### src/rtl/mem_ctrl_burst.sv
// rtl/mem_ctrl_burst.sv - burst command front end sequencing single-byte SRAM-style accesses
module mem_ctrl_burst #(
  parameter int ADDR_W      = 16,
  parameter int MAX_BURST   = 8,
  parameter int WAIT_STATES = 0,
  parameter int LEN_W       = $clog2(MAX_BURST + 1)
) (
  input  logic                   clk,
  input  logic                   reset,
  input  logic                   req,
  input  logic                   write,
  input  logic [ADDR_W-1:0]      addr,
  input  logic [LEN_W-1:0]       len,
  input  logic [8*MAX_BURST-1:0] wdata,
  output logic [8*MAX_BURST-1:0] rdata,
  output logic                   busy,
  output logic                   done,
  output logic                   mem_ce,
  output logic                   mem_we,
  output logic [ADDR_W-1:0]      mem_addr,
  output logic [7:0]             mem_wdata,
  input  logic [7:0]             mem_rdata
);

  localparam int               DW      = 8 * MAX_BURST;
  localparam logic [LEN_W-1:0] MAX_LEN = LEN_W'(MAX_BURST);
  localparam logic [3:0]       WC_LAST = 4'(WAIT_STATES);

  typedef enum logic [1:0] {
    S_IDLE,
    S_ACCESS,
    S_DONE
  } state_t;

  state_t           state;
  logic             lat_write;
  logic [LEN_W-1:0] lat_len;
  logic [DW-1:0]    wsh;       // latched write bytes, shifted so byte idx sits in [7:0]
  logic [LEN_W-1:0] idx;
  logic [3:0]       wc;
  logic [LEN_W-1:0] len_clamped;
  logic [DW-1:0]    wsh_next;

  // Oversized lengths saturate at the widest burst the packed data can carry
  always_comb begin
    len_clamped = (len > MAX_LEN) ? MAX_LEN : len;
  end

  // Write bytes for the following access, ready in [7:0]
  always_comb begin
    wsh_next = wsh >> 8;
  end

  // Command FSM; every memory-side output is registered so address and data move on one edge
  always_ff @(posedge clk or negedge reset) begin
    if (!reset) begin
      state     <= S_IDLE;
      lat_write <= 1'b0;
      lat_len   <= '0;
      wsh       <= '0;
      idx       <= '0;
      wc        <= '0;
      rdata     <= '0;
      busy      <= 1'b0;
      done      <= 1'b0;
      mem_ce    <= 1'b0;
      mem_we    <= 1'b0;
      mem_addr  <= '0;
      mem_wdata <= '0;
    end else begin
      done <= 1'b0;
      case (state)
        S_IDLE: begin
          busy   <= 1'b0;
          mem_ce <= 1'b0;
          if (req) begin
            lat_write <= write;
            lat_len   <= len_clamped;
            wsh       <= wdata;
            idx       <= '0;
            wc        <= '0;
            busy      <= 1'b1;
            mem_addr  <= addr;
            mem_wdata <= wdata[7:0];
            if (len_clamped != '0) begin
              state  <= S_ACCESS;
              mem_ce <= 1'b1;
              mem_we <= write;
              if (!write) begin
                rdata <= '0;
              end
            end else begin
              // A no-op skips the memory entirely and completes on the next cycle
              state  <= S_DONE;
              mem_we <= 1'b0;
              done   <= 1'b1;
            end
          end
        end

        S_ACCESS: begin
          if (wc == WC_LAST) begin
            if (!lat_write) begin
              for (int i = 0; i < MAX_BURST; i++) begin
                if (idx == LEN_W'(i)) begin
                  rdata[8*i +: 8] <= mem_rdata;
                end
              end
            end
            if (idx == lat_len - LEN_W'(1)) begin
              state  <= S_DONE;
              mem_ce <= 1'b0;
              mem_we <= 1'b0;
              done   <= 1'b1;
            end else begin
              // Next byte starts immediately; the address wraps naturally at 2^ADDR_W
              idx       <= idx + LEN_W'(1);
              wc        <= '0;
              mem_addr  <= mem_addr + ADDR_W'(1);
              wsh       <= wsh_next;
              mem_wdata <= wsh_next[7:0];
            end
          end else begin
            wc <= wc + 4'd1;
          end
        end

        S_DONE: begin
          busy  <= 1'b0;
          state <= S_IDLE;
        end

        default: begin
          state  <= S_IDLE;
          busy   <= 1'b0;
          mem_ce <= 1'b0;
          mem_we <= 1'b0;
        end
      endcase
    end
  end

endmodule

### config.mk
export PLATFORM = sky130hd
export DESIGN_NAME = mem_ctrl_burst
export DESIGN_NICKNAME = d
export VERILOG_FILES = /design/src/rtl/mem_ctrl_burst.sv
export SDC_FILE = /design/constraint.sdc
export NUM_CORES = 1
export LEC_CHECK = 0
export CAP_MARGIN = 20
export CELL_PAD_IN_SITES_DETAIL_PLACEMENT = 2
export CELL_PAD_IN_SITES_GLOBAL_PLACEMENT = 2
export CORE_MARGIN = 2
export CORE_UTILIZATION = 28
export CTS_BUF_LIST = sky130_fd_sc_hd__clkbuf_8 sky130_fd_sc_hd__clkbuf_16
export DETAILED_ROUTE_END_ITERATION = 16
export PLACE_DENSITY = 0.74
export SETUP_SLACK_MARGIN = 0.5
export SLEW_MARGIN = 20
export SYNTH_ARGS = -nofsm -noshare
export SYNTH_HDL_FRONTEND = slang
export SYNTH_SLANG_ARGS = --single-unit
### constraint.sdc
create_clock -name clk -period 3.01 [get_ports clk]
set_input_delay 0.602 -clock clk [delete_from_list [all_inputs] [get_ports clk]]
set_output_delay 0.602 -clock clk [all_outputs]
set_load 0.005 [all_outputs]
==> results.yml, run 1 <==
run_status:
  outcome: "finished, final reports clean"
setup_path:
  cp_slowest_cell: "a31o_2"
  slowest_delay_ns: 0.50
  critPathArrivalTime_ns: 2.76
  critPathKind: "reg2reg"
  required_ns: 3.33
  crit_path_start: "lat_len[0]$_DFFE_PN0P_"
  crit_chain: "inv_1 > ha_1 > xor3_1 > nor3_4 > a31o_2 > o31ai_1 > a211o_1"
  crit_fanout: 17
  end_kind: "register"
  r2r_start: "lat_len[0]$_DFFE_PN0P_"
  cp-start-kind: "register"
sta:
  slew_headroom_pct: 50.2
  fin_tns_setup_ns: 0
  slew_violations: 0
  fin_crit_ns: 2.45
  clock.fmax_ghz: 0.409
  setup_violations: 0
  rsz0062_at_grt: "yes"
  fin_skew_ns: 0.0128
  finalHoldViolCount: 0
  period_share_pct: 81.3
  worst_pin_slew_ns: 0.747
  setup_ws_ns: 0.562
synth:
  syn_area_um2: 7520
  ys_seq_elements: 163
  synth_compound_area_share_pct: 12.8
  synth_xor_area_share_pct: 0.782
  synth_simple_gate_area_share_pct: 16.4
  synth_fa_ha_area_share_pct: 1.33
  yosys.cell_count.top_type: "dfrtp_1"
  synth_top_area_share_pct: 54.3
  syn_nets: 837
  synth_flop_cell: "dfrtp_1"
  ys_top_cells_by_area: "dfrtp_1 (54%), mux2_2 (8.7%), nand2_1 (7.3%), a31oi_1 (4.9%), nor2_1 (3.2%)"
  ys_types: 57
  muxShareOfSynthArea_pct: 10.3
  yosys-top-cells-count: "dfrtp_1 (163), nand2_1 (147), nor2_1 (64)"
  yosysWarnings: 0
  synth_top_family_by_area: "simple AND/OR/NAND/NOR gates"
  netlist_instances: 733
  synth-seq-area-share_pct: 54.3
  synthArstFlopShare_pct: 100
  syn_area_per_cell_um2: 10.3
  synth_top_cell_by_area: "dfrtp_1"
  synth_edf_count: 0
power:
  vdd_ir_drop_max_mv: 0.356
  p_leak_nw: 4.50
  p_per_area_nw_per_um2: 1130
placement:
  port_buffers: 187
  place_congestion: 0.746
  dp_slack_ns: 0.300
  hpwl_mm: 17.4
global_routing:
  grt_pass1_vias: 6504
  grt_max_degree: 119
  antenna_found_initial: 2
  grtUsageTotal_pct: 17.8
  grt_pass1_wl_mm: 39.0
  overflow: 0
clocking:
  cts_hold_buf: 0
  clk_latency_ns: 0.43
  cts.reportedPaths.clkPinSlew_ns: 0.07
  clockRootBuffer: "clkbuf_16"
  cts_tree: "yes"
  cts_sinks: 163
  numCtsBuffers: 17
  cts_max_path_buffers: 2
  h-tree-depth: 4
floorplan:
  row_count: 59
  io_pins: 188
  start_util_pct: 28.7
  core_area_um2: 26200
  die_h_um: 168
  die_w_um: 168
  die_area_um2: 28200
drt:
  vias: 6256
  via_per_inst: 4.99
  drt-initial-drc-count: 330
  wirelength_mm: 26.1
  route.detailed.wl_per_inst_um: 20.8
  drc: 0
  firstDrtPassIters: 6
  final_antenna_net_count: 0
run:
  max-cap-violations: 0
cells_and_area:
  drive_gt1_share_pct: 15.9
  syn2layout_area_growth_pct: 39.2
  final_nets: 1009
  fill_cells: 2749
min_path:
  min_path_type: "in2async"
## metrics by stage
stage	util, %	hold slack [ns]	total power [mW]	instance area [um2]	std cells
6_report	39.9	0.212	11.8	10500	1254
5_1_grt	39.9	0.259	12.7	10500	1253
4_1_cts	39.5	0.245	11.6	10300	1246
3_5_place_dp	37.3	0.466	9.33	9760	1214
3_3_place_gp	37.3	0.465	9.08	9760	1214
2_1_floorplan	-	0.306	6.82	7520	733
## worst paths after layout
check,endpoint,slack [ns],cells past startpoint
max,mem_addr[9]$_DFFE_PN0P_,0.56,7
min,rdata[34]$_DFFE_PN0P_,0.21,1
max reg2reg,mem_addr[9]$_DFFE_PN0P_,0.56,7
min reg2reg,lat_write$_DFFE_PN0P_,0.49,2
max in group asynchronous,rdata[33]$_DFFE_PN0P_,1.97,2
min in group clk,lat_write$_DFFE_PN0P_,0.49,2
## critical path, delay by kind of cell (launching register included)
family                   cells  cell delay (ns)
AO/OA/AOI/OAI                3             0.94
XOR/XNOR                     1             0.44
flip-flops                   1             0.40
AND/OR/NAND/NOR              1             0.31
adder cells (fa/ha/maj)      1             0.15
buffers and inverters        1             0.10
## cell usage in the layout (no fill, tap or decap), drive strengths merged, types with 4 or more instances in the layout
cell type	instances
nand4	5
buf	24
and2	10
clkbuf	19
clkinv	9
ha	8
nor2	64
nand3	10
dfrtp	163
nand2	150
o21ai	29
inv	15
and3	5
nor3	7
nand2b	4
nor3b	5
clkdlybuf4s50	186
a21oi	24
mux2	66
o22ai	5
a22o	9
a31oi	59
## power by group
group / internal (mW) / switching [mW] / total [mW]
logic: 2.79 / 2.79 / 5.58
clock network: 1.17 / 0.975 / 2.15
registers: 3.23 / 0.816 / 4.05
## state kept, by name (all words and copies together), names as in the netlist
signal / flops
wc: 4
rdata: 64
done: 1
wsh: 57
idx: 4
mem_ce: 1
mem_wdata: 7
busy: 1
lat_write: 1
mem_we: 1
lat_len: 4
mem_addr: 16
state: 2
## final cells by class
class                      count  area (um2)  area share (%)
clock buffer                  18         439            4.20
timing repair buffer         211        2160            20.7
multi-input combinational    500        3190            30.5
inverter                      12        45.0           0.431
antenna                        1        2.50          0.0239
sequential                   163        4080            39.0
clock inverter                14         130            1.24
tap                          335         419            4.01
## repair_timing
| item | CTS | global route |
|---|---|---|
| endpoints found under the setup margin | 59 | 63 |
| gates cloned | 0 | 4 |
| resized for setup | 1 | 9 |
| setup buffers | 0 | 3 |
| pin swaps | 0 | 1 |
## cells by family (layout without fill, tap and decap cells)
logic type,Yosys count,count (layout)
xor gates and xnor gates,5,5
buffers and inverters,70,255
adders and majority gates,8,8
muxes,66,66
DFF,163,163
other,0,1
and+or+nand+nor,277,277
AOI/OAI and AO/OA,144,144
## per-layer routing
layer / track usage, % / wire (um) / part of all wire, %
met1: 24.8 / 12000 / 46
met5: 0 / 16 / 0.061
met4: 3.67 / 217 / 0.83
met3: 4.25 / 1190 / 4.6
met2: 28.4 / 12600 / 48
(Power assumes the default switching activity.)
==> inputs of run 2 (changes only) <==
PLACE_DENSITY = 0.77   (was 0.74)
clock period = 2.1 ns   (was 3.01 ns; I/O delays follow)
==> results.yml, run 2 (same netlist as run 1, synthesis figures left out) <==
run_status:
  outcome: "finished with violations"
  violations: "negative setup slack"
cells_and_area:
  ff_latch_area_um2: 4090
  drive_gt1_share_pct: 33.8
  final_common_cell: "dfrtp_1"
  syn2layout_area_growth_pct: 69.5
  fin_util_pct: 48.6
  fill_cells: 2583
  largest_registers: "rdata (64), wsh (57), mem_addr (16)"
  largest-register: "rdata"
  multi_input_area_um2: 3840
  final_nets: 1128
  final_cell_mix: "dfrtp_1 (156), nand2_1 (145), clkdlybuf4s50_1 (94), buf_4 (89), dlymetal6s2s_1 (86)"
  finalNonFillerCells: 1374
  largest_register_ffs: 64
placement:
  port_buffers: 187
  dp_cells: 1247
  hpwl_mm: 19.3
  place_congestion: 0.751
clocking:
  cts_sinks: 163
  cts_tree: "yes"
  cts_max_path_buffers: 2
  cts.reportedPaths.clkPinSlew_ns: 0.08
  clk_latency_ns: 0.45
  h-tree-depth: 4
  numCtsBuffers: 17
  clockRootBuffer: "clkbuf_16"
power:
  p_leak_nw: 6.45
  p_per_area_nw_per_um2: 1720
  vdd_ir_drop_max_mv: 0.607
  power.total_mw: 21.9
global_routing:
  busiest_layer: "met2"
  met2_usage_pct: 38.6
  antenna_found_initial: 6
  overflow: 0
  grt_pass1_vias: 7477
  grt_util_met3_pct: 4.77
  grt_util_met1_pct: 26.5
  grtUsageTotal_pct: 21.6
  grt_pass1_wl_mm: 46.3
  grt_max_degree: 52
sta:
  finalHoldViolCount: 0
  setup_violations: 136
  slew_headroom_pct: 64.2
  setup_ws_ns: -0.131
  fin_crit_ns: 2.23
  period_share_pct: 106
  slew_violations: 0
  worst_pin_slew_ns: 0.534
  fin_skew_ns: 0.0175
  rsz0062_at_grt: "yes"
  fin_tns_setup_ns: -10.24
  clock.fmax_ghz: 0.448
setup_path:
  required_ns: 2.43
  crit_fanout: 8
  end_kind: "register"
  cp-start-kind: "register"
  critPathKind: "reg2reg"
  critPathArrivalTime_ns: 2.57
drt:
  vias: 7220
  firstDrtPassIters: 5
  drc: 0
  drt-initial-drc-count: 398
  final_antenna_net_count: 0
  wirelength_mm: 36.9
  route.detailed.wl_per_inst_um: 26.8
  via_per_inst: 5.25
floorplan:
  io_pins: 188
  core_area_um2: 26200
  row_count: 59
  die_w_um: 168
  die_h_um: 168
  die_area_um2: 28200
  start_util_pct: 28.7
min_path:
  min_path_type: "in2async"
run:
  max-cap-violations: 0
==> run 2: changes by cell type in the layout (fill, tap and decap cells not counted), sizes merged, moves of 5 or more <==
| cell | previous run | this run |
|---|---|---|
| buf | 24 | 135 |
| clkbuf | 19 | 24 |
| clkdlybuf4s50 | 186 | 94 |
| clkinv | 9 | 4 |
| dlymetal6s2s | 0 | 86 |
| inv | 15 | 21 |
==> run 2: through the flow <==
stage               cell area [um2]  setup slack (ns)  hold slack [ns]
finish                        12700            -0.131            0.460
global route                  12700            -0.192            0.493
CTS                           11500            0.0907            0.470
detailed placement            10200            -0.652            0.376
global placement              10200            -0.586            0.375
floorplan                      7710          -0.00216            0.124
==> run 2: routing by layer <==
metal / vias up / share of wire, %
met5: - / 0.15
met4: 8 / 2.7
met3: 76 / 4.8
met2: 246 / 53
met1: 3755 / 40
li1: 3135 / -
==> run 2: worst paths after layout <==
kind,startpoint,slack [ns],cells after the start,end
setup / recovery,wc[1]$_DFFE_PN0P_,-0.13,9,rdata[27]$_DFFE_PN0P_
hold / removal,reset,0.46,2,lat_write$_DFFE_PN0P_
setup reg to reg,wc[1]$_DFFE_PN0P_,-0.13,9,rdata[27]$_DFFE_PN0P_
hold reg to reg,busy$_DFFE_PN0N_,0.50,2,busy$_DFFE_PN0N_
max in group asynchronous,reset,0.81,3,mem_addr[4]$_DFFE_PN0P_
min in group clk,busy$_DFFE_PN0N_,0.50,2,busy$_DFFE_PN0N_
==> run 2: timing repair <==
action                                  in CTS  in global routing
hold buffers                                 1                  0
endpoints found under the hold margin       38                  0
pin swaps                                    6                  8
setup buffers                               27                 53
endpoints found under the setup margin     254                250
cloned                                       5                  7
gates resized for setup                     77                196
==> run 2: critical path: stages (launching register included) <==
cell and delay, ns:
dfrtp_1 0.40, inv_2 0.11, ha_4 0.16, nor4bb_4 0.30, buf_4 0.19, nor3_4 0.04, a21oi_4 0.23, buf_12 0.20
o21ai_4 0.14, mux2_4 0.34
==> run 2: where the power goes <==
group	internal (mW)	total, mW	leakage, nW	switching [mW]
Combinational	6.62	12.8	4.23	6.21
Clock	1.60	3.21	0.282	1.61
Sequential	4.64	5.89	1.94	1.25
==> run 2: final cells by class <==
cell class | count | share of cell area (%)
flip-flops and latches | 163 | 32.1
multi-input cells | 500 | 30.1
repair buffers | 330 | 29.5
clock buffers | 17 | 3.34
well taps | 335 | 3.29
clock inverters | 15 | 1.25
inverters | 12 | 0.353
diodes | 2 | 0.0393
